===== src/rtl/rocketcpu_wb_pkg.sv =====
// Shared definitions for rocketcpu Wishbone bus blocks: state encoding and
// default address/data widths.
package rocketcpu_wb_pkg;

    localparam int WB_AW = 32;
    localparam int WB_DW = 32;

    typedef enum logic [1:0] {
        IDLE = 2'd0,
        BUS  = 2'd1,
        RESP = 2'd2
    } wb_state_e;

endpackage


===== src/rtl/rocketcpu_wb_initiator.sv =====
// Single-outstanding Wishbone classic initiator: one command in, one bus
// cycle out, one response (read data or ack-timeout error) back.
module rocketcpu_wb_initiator
    import rocketcpu_wb_pkg::*;
#(
    parameter int AW      = WB_AW,
    parameter int DW      = WB_DW,
    parameter int TIMEOUT = 255
) (
    input  logic            i_wb_clk,
    input  logic            i_wb_rst,
    input  logic            i_cmd_valid,
    output logic            o_cmd_ready,
    input  logic            i_cmd_we,
    input  logic [AW-1:0]   i_cmd_adr,
    input  logic [DW-1:0]   i_cmd_dat,
    input  logic [DW/8-1:0] i_cmd_sel,
    output logic            o_rsp_valid,
    input  logic            i_rsp_ready,
    output logic [DW-1:0]   o_rsp_dat,
    output logic            o_rsp_err,
    output logic [AW-1:0]   o_wb_adr,
    output logic [DW-1:0]   o_wb_dat,
    output logic [DW/8-1:0] o_wb_sel,
    output logic            o_wb_we,
    output logic            o_wb_cyc,
    output logic            o_wb_stb,
    input  logic [DW-1:0]   i_wb_rdt,
    input  logic            i_wb_ack
);

    localparam int SW = DW / 8;
    localparam int CW = $clog2(TIMEOUT + 1);
    localparam logic [CW-1:0] CNT_LAST = CW'(TIMEOUT - 1);

    wb_state_e       state_q, state_d;
    logic [CW-1:0]   cnt_q, cnt_d;
    logic [AW-1:0]   adr_q, adr_d;
    logic [DW-1:0]   dat_q, dat_d;
    logic [SW-1:0]   sel_q, sel_d;
    logic            we_q, we_d;
    logic            cyc_q, cyc_d;
    logic            rsp_valid_q, rsp_valid_d;
    logic [DW-1:0]   rsp_dat_q, rsp_dat_d;
    logic            rsp_err_q, rsp_err_d;

    always_comb begin
        state_d     = state_q;
        cnt_d       = cnt_q;
        adr_d       = adr_q;
        dat_d       = dat_q;
        sel_d       = sel_q;
        we_d        = we_q;
        cyc_d       = cyc_q;
        rsp_valid_d = rsp_valid_q;
        rsp_dat_d   = rsp_dat_q;
        rsp_err_d   = rsp_err_q;

        case (state_q)
            IDLE: begin
                if (i_cmd_valid) begin
                    adr_d   = i_cmd_adr;
                    dat_d   = i_cmd_dat;
                    sel_d   = i_cmd_sel;
                    we_d    = i_cmd_we;
                    cyc_d   = 1'b1;
                    cnt_d   = '0;
                    state_d = BUS;
                end
            end
            BUS: begin
                cnt_d = cnt_q + CW'(1);
                // Ack takes priority over a timeout landing on the same cycle.
                if (i_wb_ack) begin
                    rsp_dat_d   = we_q ? '0 : i_wb_rdt;
                    rsp_err_d   = 1'b0;
                    cyc_d       = 1'b0;
                    rsp_valid_d = 1'b1;
                    state_d     = RESP;
                end else if (cnt_q == CNT_LAST) begin
                    rsp_dat_d   = '0;
                    rsp_err_d   = 1'b1;
                    cyc_d       = 1'b0;
                    rsp_valid_d = 1'b1;
                    state_d     = RESP;
                end
            end
            RESP: begin
                if (i_rsp_ready) begin
                    rsp_valid_d = 1'b0;
                    state_d     = IDLE;
                end
            end
            default: begin
                cyc_d       = 1'b0;
                rsp_valid_d = 1'b0;
                state_d     = IDLE;
            end
        endcase
    end

    always_ff @(posedge i_wb_clk or posedge i_wb_rst) begin
        if (i_wb_rst) begin
            state_q     <= IDLE;
            cnt_q       <= '0;
            adr_q       <= '0;
            dat_q       <= '0;
            sel_q       <= '0;
            we_q        <= 1'b0;
            cyc_q       <= 1'b0;
            rsp_valid_q <= 1'b0;
            rsp_dat_q   <= '0;
            rsp_err_q   <= 1'b0;
        end else begin
            state_q     <= state_d;
            cnt_q       <= cnt_d;
            adr_q       <= adr_d;
            dat_q       <= dat_d;
            sel_q       <= sel_d;
            we_q        <= we_d;
            cyc_q       <= cyc_d;
            rsp_valid_q <= rsp_valid_d;
            rsp_dat_q   <= rsp_dat_d;
            rsp_err_q   <= rsp_err_d;
        end
    end

    // Ready is held low while reset is asserted so every output reads 0 in reset.
    assign o_cmd_ready = (state_q == IDLE) && !i_wb_rst;
    assign o_rsp_valid = rsp_valid_q;
    assign o_rsp_dat   = rsp_dat_q;
    assign o_rsp_err   = rsp_err_q;
    assign o_wb_adr    = adr_q;
    assign o_wb_dat    = dat_q;
    assign o_wb_sel    = sel_q;
    assign o_wb_we     = we_q;
    assign o_wb_cyc    = cyc_q;
    assign o_wb_stb    = cyc_q;

endmodule

===== config.mk =====
export PLATFORM = sky130hd
export DESIGN_NAME = rocketcpu_wb_initiator
export DESIGN_NICKNAME = d
export VERILOG_FILES = /design/src/rtl/rocketcpu_wb_pkg.sv /design/src/rtl/rocketcpu_wb_initiator.sv
export SDC_FILE = /design/constraint.sdc
export NUM_CORES = 1
export LEC_CHECK = 0
export ABC_AREA = 1
export BUFFER_PORTS_ARGS = -buffer_cell sky130_fd_sc_hd__buf_2
export CAP_MARGIN = 10
export CORE_MARGIN = 5
export CORE_UTILIZATION = 50
export CTS_BUF_LIST = sky130_fd_sc_hd__clkbuf_2
export CTS_CLUSTER_DIAMETER = 150
export CTS_CLUSTER_SIZE = 28
export DETAILED_ROUTE_END_ITERATION = 16
export PLACE_DENSITY = 0.93
export SKIP_LAST_GASP = 1
export SYNTH_ARGS = -nofsm -noshare
export SYNTH_HDL_FRONTEND = slang
export SYNTH_SLANG_ARGS = --single-unit

===== constraint.sdc =====
create_clock -name i_wb_clk -period 7.7 [get_ports i_wb_clk]
set_input_delay 0.385 -clock i_wb_clk [delete_from_list [all_inputs] [get_ports i_wb_clk]]
set_output_delay 0.385 -clock i_wb_clk [all_outputs]
set_load 0.05 [all_outputs]

==> results.py, run 1 <==
metrics = {
    "global_routing": {
        "grt_antenna_before_repair": 0,
        "grt.total_usage_pct": 27.6,
        "grt_max_degree": 83,
        "grt_pass1_vias": 5166,
        "grt_overflow": 0,
        "grt_pass1_wl_mm": 24.5,
    },
    "routing": {
        "drt_iter0_drc": 304,
        "antenna_left": 0,
        "drtPass1Iterations": 5,
        "wl_mm": 15.3,
        "wire_per_inst_um": 16.1,
        "vias": 4902,
        "drc_errors": 0,
        "vias_per_cell": 5.18,
    },
    "power_and_ir_drop": {
        "ir_drop_mv": 0.245,
        "p_per_area_nw_per_um2": 432,
        "p_leak_nw": 3.81,
    },
    "setup_path": {
        "r2r_slack_ns": 5.49,
        "worstRegToRegCells": 9,
        "cp_slowest_stage_delay_ns": 0.83,
        "crit_path_end_kind": "register",
        "r2r-start": "cnt_q[0]$_DFFE_PP0P_",
        "required_ns": 8.23,
        "path_cells": "inv_1, ha_1, nand2_1, nor2_1, nand2_1, nand2_1, nand2_2, nand2_1, o21ai_0",
        "r2r_end": "o_rsp_dat[30]$_DFFE_PP0P_",
        "cp_top_family": "simple AND/OR/NAND/NOR gates",
        "cp-start-kind": "register",
        "critPathBufInv": 1,
        "cp_num_cells": 9,
        "worstPathArrival_ns": 2.74,
        "cp-startpoint": "cnt_q[0]$_DFFE_PP0P_",
        "crit_fanout": 68,
        "cp_slowest_cell": "nand2_2",
        "critPathKind": "register to register",
        "path_common_cell": "nand2_1",
        "crit_end": "o_rsp_dat[30]$_DFFE_PP0P_",
    },
    "floorplan": {
        "die_w_um": 106,
        "die_height_um": 106,
        "fp-row-count": 35,
        "die_area_um2": 11200,
        "floorplan.initialDensity_pct": 50.4,
        "ioPinCount": 212,
        "core_um2": 9110,
    },
    "logic_synthesis": {
        "synth.avg_cell_area_um2": 8.79,
        "synth.distinct_cells": 17,
        "synth.largest_area_cell": "dfrtp_1",
        "ys_ff_latch": 114,
        "ys_seq_area_share_pct": 62.2,
        "synthCells": 522,
        "ys_warn_count": 0,
        "syn_area_um2": 4590,
        "synth.top_cell.area_share_pct": 62.2,
        "synth.net_count": 630,
        "synth_edf_count": 0,
        "synth_commonest_cells": "nand2_1 (259), dfrtp_1 (114), nand3_1 (41)",
        "synth.most_common_cell": "nand2_1",
        "ys_top_cells_by_area": "dfrtp_1 (62%), nand2_1 (21%), nand3_1 (4.5%), o21ai_0 (2.2%), o21ai_1 (2.2%)",
        "async_reset_ff_share_pct": 100,
        "ys.flop_type": "dfrtp_1",
    },
    "clock_network": {
        "cts_resized": 0,
        "clk_latency_ns": 0.64,
        "cts_sinks": 114,
        "cts_max_level": 4,
        "holdBufCountCts": 94,
        "cts_buffers": 17,
        "clk_pin_slew_ns": 0.18,
        "cts_buffer_depth": 2,
        "root_buffer": "clkbuf_2",
        "post_cts_buffers": 0,
        "cts_tree": "built",
    },
    "sta": {
        "rsz0062_at_grt": "false",
        "tns_ns": 0,
        "post-route-min-period_ns": 2.21,
        "hold_viol_final": 0,
        "fmax_mhz": 452,
        "fin_crit_sh_pct": 28.7,
        "setup_slack_ns": 5.49,
        "finalMaxSlewViolations": 0,
        "whs_ns": 0.0578,
        "tightest_slew_ns": 1.20,
        "finClkSkew_ns": 0.0429,
        "slew_headroom_pct": 20.0,
        "setup_violations": 0,
    },
    "placement": {
        "place.detailed.hpwl_mm": 8.37,
        "gp_congestion": 0.818,
        "placedCellCount": 815,
        "io_buffers": 211,
        "post-place-ws_ns": 5.47,
    },
    "cells_and_area": {
        "layout-drive-gt1-share_pct": 30.5,
        "area_delta_synth_final_pct": 48.6,
        "final_util_pct": 74.8,
        "instances_no_fill": 946,
        "final_nets": 929,
    },
    "outcome": {
        "status": "complete, no violations",
    },
    "min_path": {
        "hold_path.class": "input pin to register",
    },
    "run": {
        "max_cap_viol_count": 0,
    },
}
worst min-delay path by stage:
stage / startpoint / endpoint / cells past startpoint
2_1_floorplan: state_q[0]$_DFFE_PP0P_ / state_q[1]$_DFFE_PP0P_ / 3
3_3_place_gp: i_wb_rst / o_wb_adr[30]$_DFFE_PP0P_ / 2
3_5_place_dp: i_wb_rst / o_wb_adr[24]$_DFFE_PP0P_ / 2
4_1_cts: i_wb_rdt[5] / o_rsp_dat[5]$_DFFE_PP0P_ / 3
5_1_grt: i_wb_rdt[2] / o_rsp_dat[2]$_DFFE_PP0P_ / 3
6_report: i_wb_rdt[2] / o_rsp_dat[2]$_DFFE_PP0P_ / 3
cell type report:
class	instances	area, µm²
Multi-Input combinational cell	361	1520
Clock inverter	12	92.6
Inverter	16	62.6
Timing Repair Buffer	311	2050
Fill cell	595	2290
Clock buffer	20	100
Sequential cell	114	2850
Antenna cell	1	2.50
Tap cell	111	139
metal layers:
layer	GRT usage (%)	vias to the layer above	routed length [µm]
li1	-	2230	-
met1	29.3	2300	5380
met2	49.8	294	7900
met3	8.02	78	1200
met4	13.5	0	778
met5	0	-	0
registers in the layout (all words and copies together) (netlist names):
signal / count
o_rsp_dat: 32
o_wb_adr: 32
o_wb_cyc: 1
o_rsp_valid: 1
cnt_q: 8
o_rsp_err: 1
o_wb_dat: 32
o_wb_we: 1
state_q: 2
o_wb_sel: 4
report_power, final:
part	switching [mW]	internal [mW]	leakage (nW)
clock network	0.224	0.115	0.132
logic	1.28	0.347	2.22
registers	0.144	0.834	1.45
worst min-delay path, stage by stage:
cell,delay (ns)
buf_2,0.10
nand3_1,0.07
o21ai_1,0.08
layout by cell type, fill, tap and decap left out:
cell type      instances
inv_4                  1
nor2_4                 1
bufinv_16              1
ha_1                   2
buf_4                  2
clkinv_4               2
buf_2                211
o21ai_0               20
inv_1                 14
clkbuf_2              20
diode_2                1
inv_2                  1
nor2_1                 8
a21oi_1                2
clkinv_1               2
o21ai_2                5
nor2_2                 1
dfrtp_1              114
or2_2                  1
o21ai_1               20
nand2_1              259
nand2_2                1
clkinv_2               6
clkinvlp_4             1
nand3_1               41
dlygate4sd3_1         98
kinds of logic (layout without fill, tap and decap cells):
logic type | after synthesis | in the layout | synth area share, %
adders and majority gates | 2 | 2 | 0.545
DFF | 114 | 114 | 62.2
other | 0 | 1 | 0
and+or+nand+nor | 312 | 312 | 26.8
buffers and inverters | 47 | 359 | 4.94
AOI/OAI and AO/OA | 47 | 47 | 5.54
stage by stage:
stage	cell area, µm²	total power [mW]
after global routing	6820	3.11
after global placement	5640	2.49
after detailed placement	5640	2.54
final	6820	2.95
after CTS	6780	2.91
after floorplan	4590	2.17
Power figures use the tool's default switching activity.
==> inputs of run 2 (changes only) <==
--- a/config.mk
+++ b/config.mk
@@ -9,12 +9,12 @@
 export BUFFER_PORTS_ARGS = -buffer_cell sky130_fd_sc_hd__buf_2
 export CAP_MARGIN = 10
 export CORE_MARGIN = 5
-export CORE_UTILIZATION = 50
+export CORE_UTILIZATION = 48
 export CTS_BUF_LIST = sky130_fd_sc_hd__clkbuf_2
 export CTS_CLUSTER_DIAMETER = 150
 export CTS_CLUSTER_SIZE = 28
 export DETAILED_ROUTE_END_ITERATION = 16
-export PLACE_DENSITY = 0.93
+export PLACE_DENSITY = 0.9
 export SKIP_LAST_GASP = 1
 export SYNTH_ARGS = -nofsm -noshare
 export SYNTH_HDL_FRONTEND = slang
==> constraint.sdc (replaced) <==
create_clock -name i_wb_clk -period 2.25 [get_ports i_wb_clk]
set_input_delay 0.1125 -clock i_wb_clk [delete_from_list [all_inputs] [get_ports i_wb_clk]]
set_output_delay 0.1125 -clock i_wb_clk [all_outputs]
set_load 0.05 [all_outputs]
==> run 2 against run 1 <==
Net effect: via count up 1.8%; clock power rose to 3.0 times the previous value; setup slack worse by 5.3 ns; critical path depth down 2; power rose to 3.5 times the previous value; clock skew down 0.020 ns; routed wire length up 4.3%; utilization up 0.83 points; critical endpoint is now o_wb_adr[29]$_DFFE_PP0P_; largest cell class unchanged.
==> results.py, run 2 (synthesized netlist as in run 1, its figures left out) <==
metrics = {
    "routing": {
        "drc_errors": 0,
        "wire_per_inst_um": 16.2,
        "drt_iter0_drc": 467,
        "wl_mm": 15.9,
        "vias_per_cell": 5.07,
        "antenna_left": 0,
        "drtPass1Iterations": 7,
        "vias": 4989,
    },
    "cells_and_area": {
        "final_common_cell": "nand2_1",
        "final_cell_mix": "nand2_1 (259), buf_2 (211), dfrtp_1 (114), dlygate4sd3_1 (114), nand3_1 (41)",
        "area_delta_synth_final_pct": 53.1,
        "layout-drive-gt1-share_pct": 30.1,
        "final_cell_area_um2": 7030,
        "final_nets": 950,
    },
    "global_routing": {
        "grt_pass1_vias": 5110,
        "grt_antenna_before_repair": 1,
        "grt_pass1_wl_mm": 25.3,
        "grt_overflow": 0,
        "grt.total_usage_pct": 28.0,
        "grt_max_degree": 74,
    },
    "sta": {
        "fmax_mhz": 485,
        "finClkSkew_ns": 0.0225,
        "post-route-min-period_ns": 2.06,
        "fin_crit_sh_pct": 91.7,
        "tightest_slew_ns": 0.855,
        "slew_headroom_pct": 43.0,
        "setup_violations": 0,
        "tns_ns": 0,
        "hold_viol_final": 0,
        "rsz0062_at_grt": "false",
        "finalMaxSlewViolations": 0,
    },
    "setup_path": {
        "path_cells": "inv_1, nand2_1, nor2_4, buf_6, nand2_1, nand2_1, dlygate4sd3_1",
        "cp_top_family": "buffers and inverters",
        "crit_fanout": 73,
        "required_ns": 2.82,
        "worstPathArrival_ns": 2.63,
        "crit_path_end_kind": "register",
        "cp_slowest_cell": "dlygate4sd3_1",
        "critPathBufInv": 3,
        "cp_slowest_stage_delay_ns": 0.55,
        "cp-start-kind": "register",
        "path_common_cell": "nand2_1",
        "critPathKind": "register to register",
    },
    "floorplan": {
        "floorplan.initialDensity_pct": 49.4,
        "die_area_um2": 11600,
        "core_um2": 9280,
        "die_height_um": 108,
        "fp-row-count": 35,
        "die_w_um": 108,
        "ioPinCount": 212,
    },
    "power_and_ir_drop": {
        "p_leak_nw": 3.88,
        "ir_drop_mv": 1.08,
        "p_per_area_nw_per_um2": 1450,
        "total_power_mw": 10.2,
    },
    "clock_network": {
        "clk_latency_ns": 0.62,
        "root_buffer": "clkbuf_2",
        "cts_buffer_depth": 2,
        "clk_pin_slew_ns": 0.17,
        "cts_max_level": 4,
        "cts_tree": "built",
        "cts_buffers": 17,
        "post_cts_buffers": 0,
        "cts_sinks": 114,
    },
    "placement": {
        "dpl-instance-area_um2": 5720,
        "io_buffers": 211,
        "gp_congestion": 0.778,
        "place.detailed.hpwl_mm": 8.74,
    },
    "run": {
        "max_cap_viol_count": 0,
    },
    "outcome": {
        "status": "complete, no violations",
    },
    "min_path": {
        "hold_path.class": "input pin to register",
    },
}
==> run 2: cell count changes in the layout (fill, tap and decap cells not counted), moves of 2 or more <==
cell	previous run	this run
buf_4	2	5
clkinvlp_4	1	4
dlygate4sd3_1	98	114
clkbuf_2	20	18
==> run 2: area by class of cell <==
class                      instances  area [µm²]
clock inverter                    13        72.6
clock buffer                      18        90.1
sequential                       114        2850
multi-input combinational        361        1520
antenna                            1        2.50
timing repair buffer             332        2270
fill                             600        2260
tap                              129         161
inverter                          16        63.8
==> run 2: power by group <==
part / internal (mW) / switching (mW)
clock network: 0.261 / 0.757
logic: 1.34 / 4.47
registers: 2.86 / 0.503
==> run 2: layer usage <==
| metal | GRT usage, % | vias to the layer above | routed length, µm | part of all wire (%) |
|---|---|---|---|---|
| li1 | - | 2272 | - | - |
| met1 | 29.8 | 2343 | 5560 | 35 |
| met2 | 50.2 | 308 | 8250 | 52 |
| met3 | 8.76 | 66 | 1490 | 9.4 |
| met4 | 12.9 | 0 | 630 | 4.0 |
| met5 | 0 | - | 0 | 0 |
==> run 2: repair_timing <==
action                                  CTS  global route
endpoints found under the setup margin    0             8
resized for setup                         0             1
endpoints found under the hold margin   219             0
hold buffers                            114             0
==> run 2: path summary, 6_finish.rpt <==
| path | from | to | slack (ns) | depth (start not counted) |
|---|---|---|---|---|
| min in group asynchronous | i_wb_rst | state_q[1]$_DFFE_PP0P_ | 0.23 | 4 |
| hold reg to reg | o_wb_dat[19]$_DFFE_PP0P_ | o_wb_dat[19]$_DFFE_PP0P_ | 0.49 | 2 |
| max in group asynchronous | i_wb_rst | o_wb_dat[31]$_DFFE_PP0P_ | 1.33 | 4 |
| setup / recovery | state_q[1]$_DFFE_PP0P_ | o_wb_adr[29]$_DFFE_PP0P_ | 0.19 | 7 |
| setup reg to reg | state_q[1]$_DFFE_PP0P_ | o_wb_adr[29]$_DFFE_PP0P_ | 0.19 | 7 |
| hold / removal | i_cmd_dat[5] | o_wb_dat[5]$_DFFE_PP0P_ | 0.21 | 4 |
==> run 2: through the flow <==
step	instances	hold WS [ns]	util, %	worst slack, ns
2_1_floorplan	522	0.229	-	0.752
3_3_place_gp	838	0.313	61.6	0.649
3_5_place_dp	838	0.318	61.6	0.541
4_1_cts	983	0.157	75.6	0.130
5_1_grt	984	0.165	75.7	0.0892
6_report	984	0.214	75.7	0.187
==> run 2: worst min-delay path, delay by kind of cell <==
family        cells  cell delay (ns)
buf+inv           2             0.61
simple gates      2             0.09
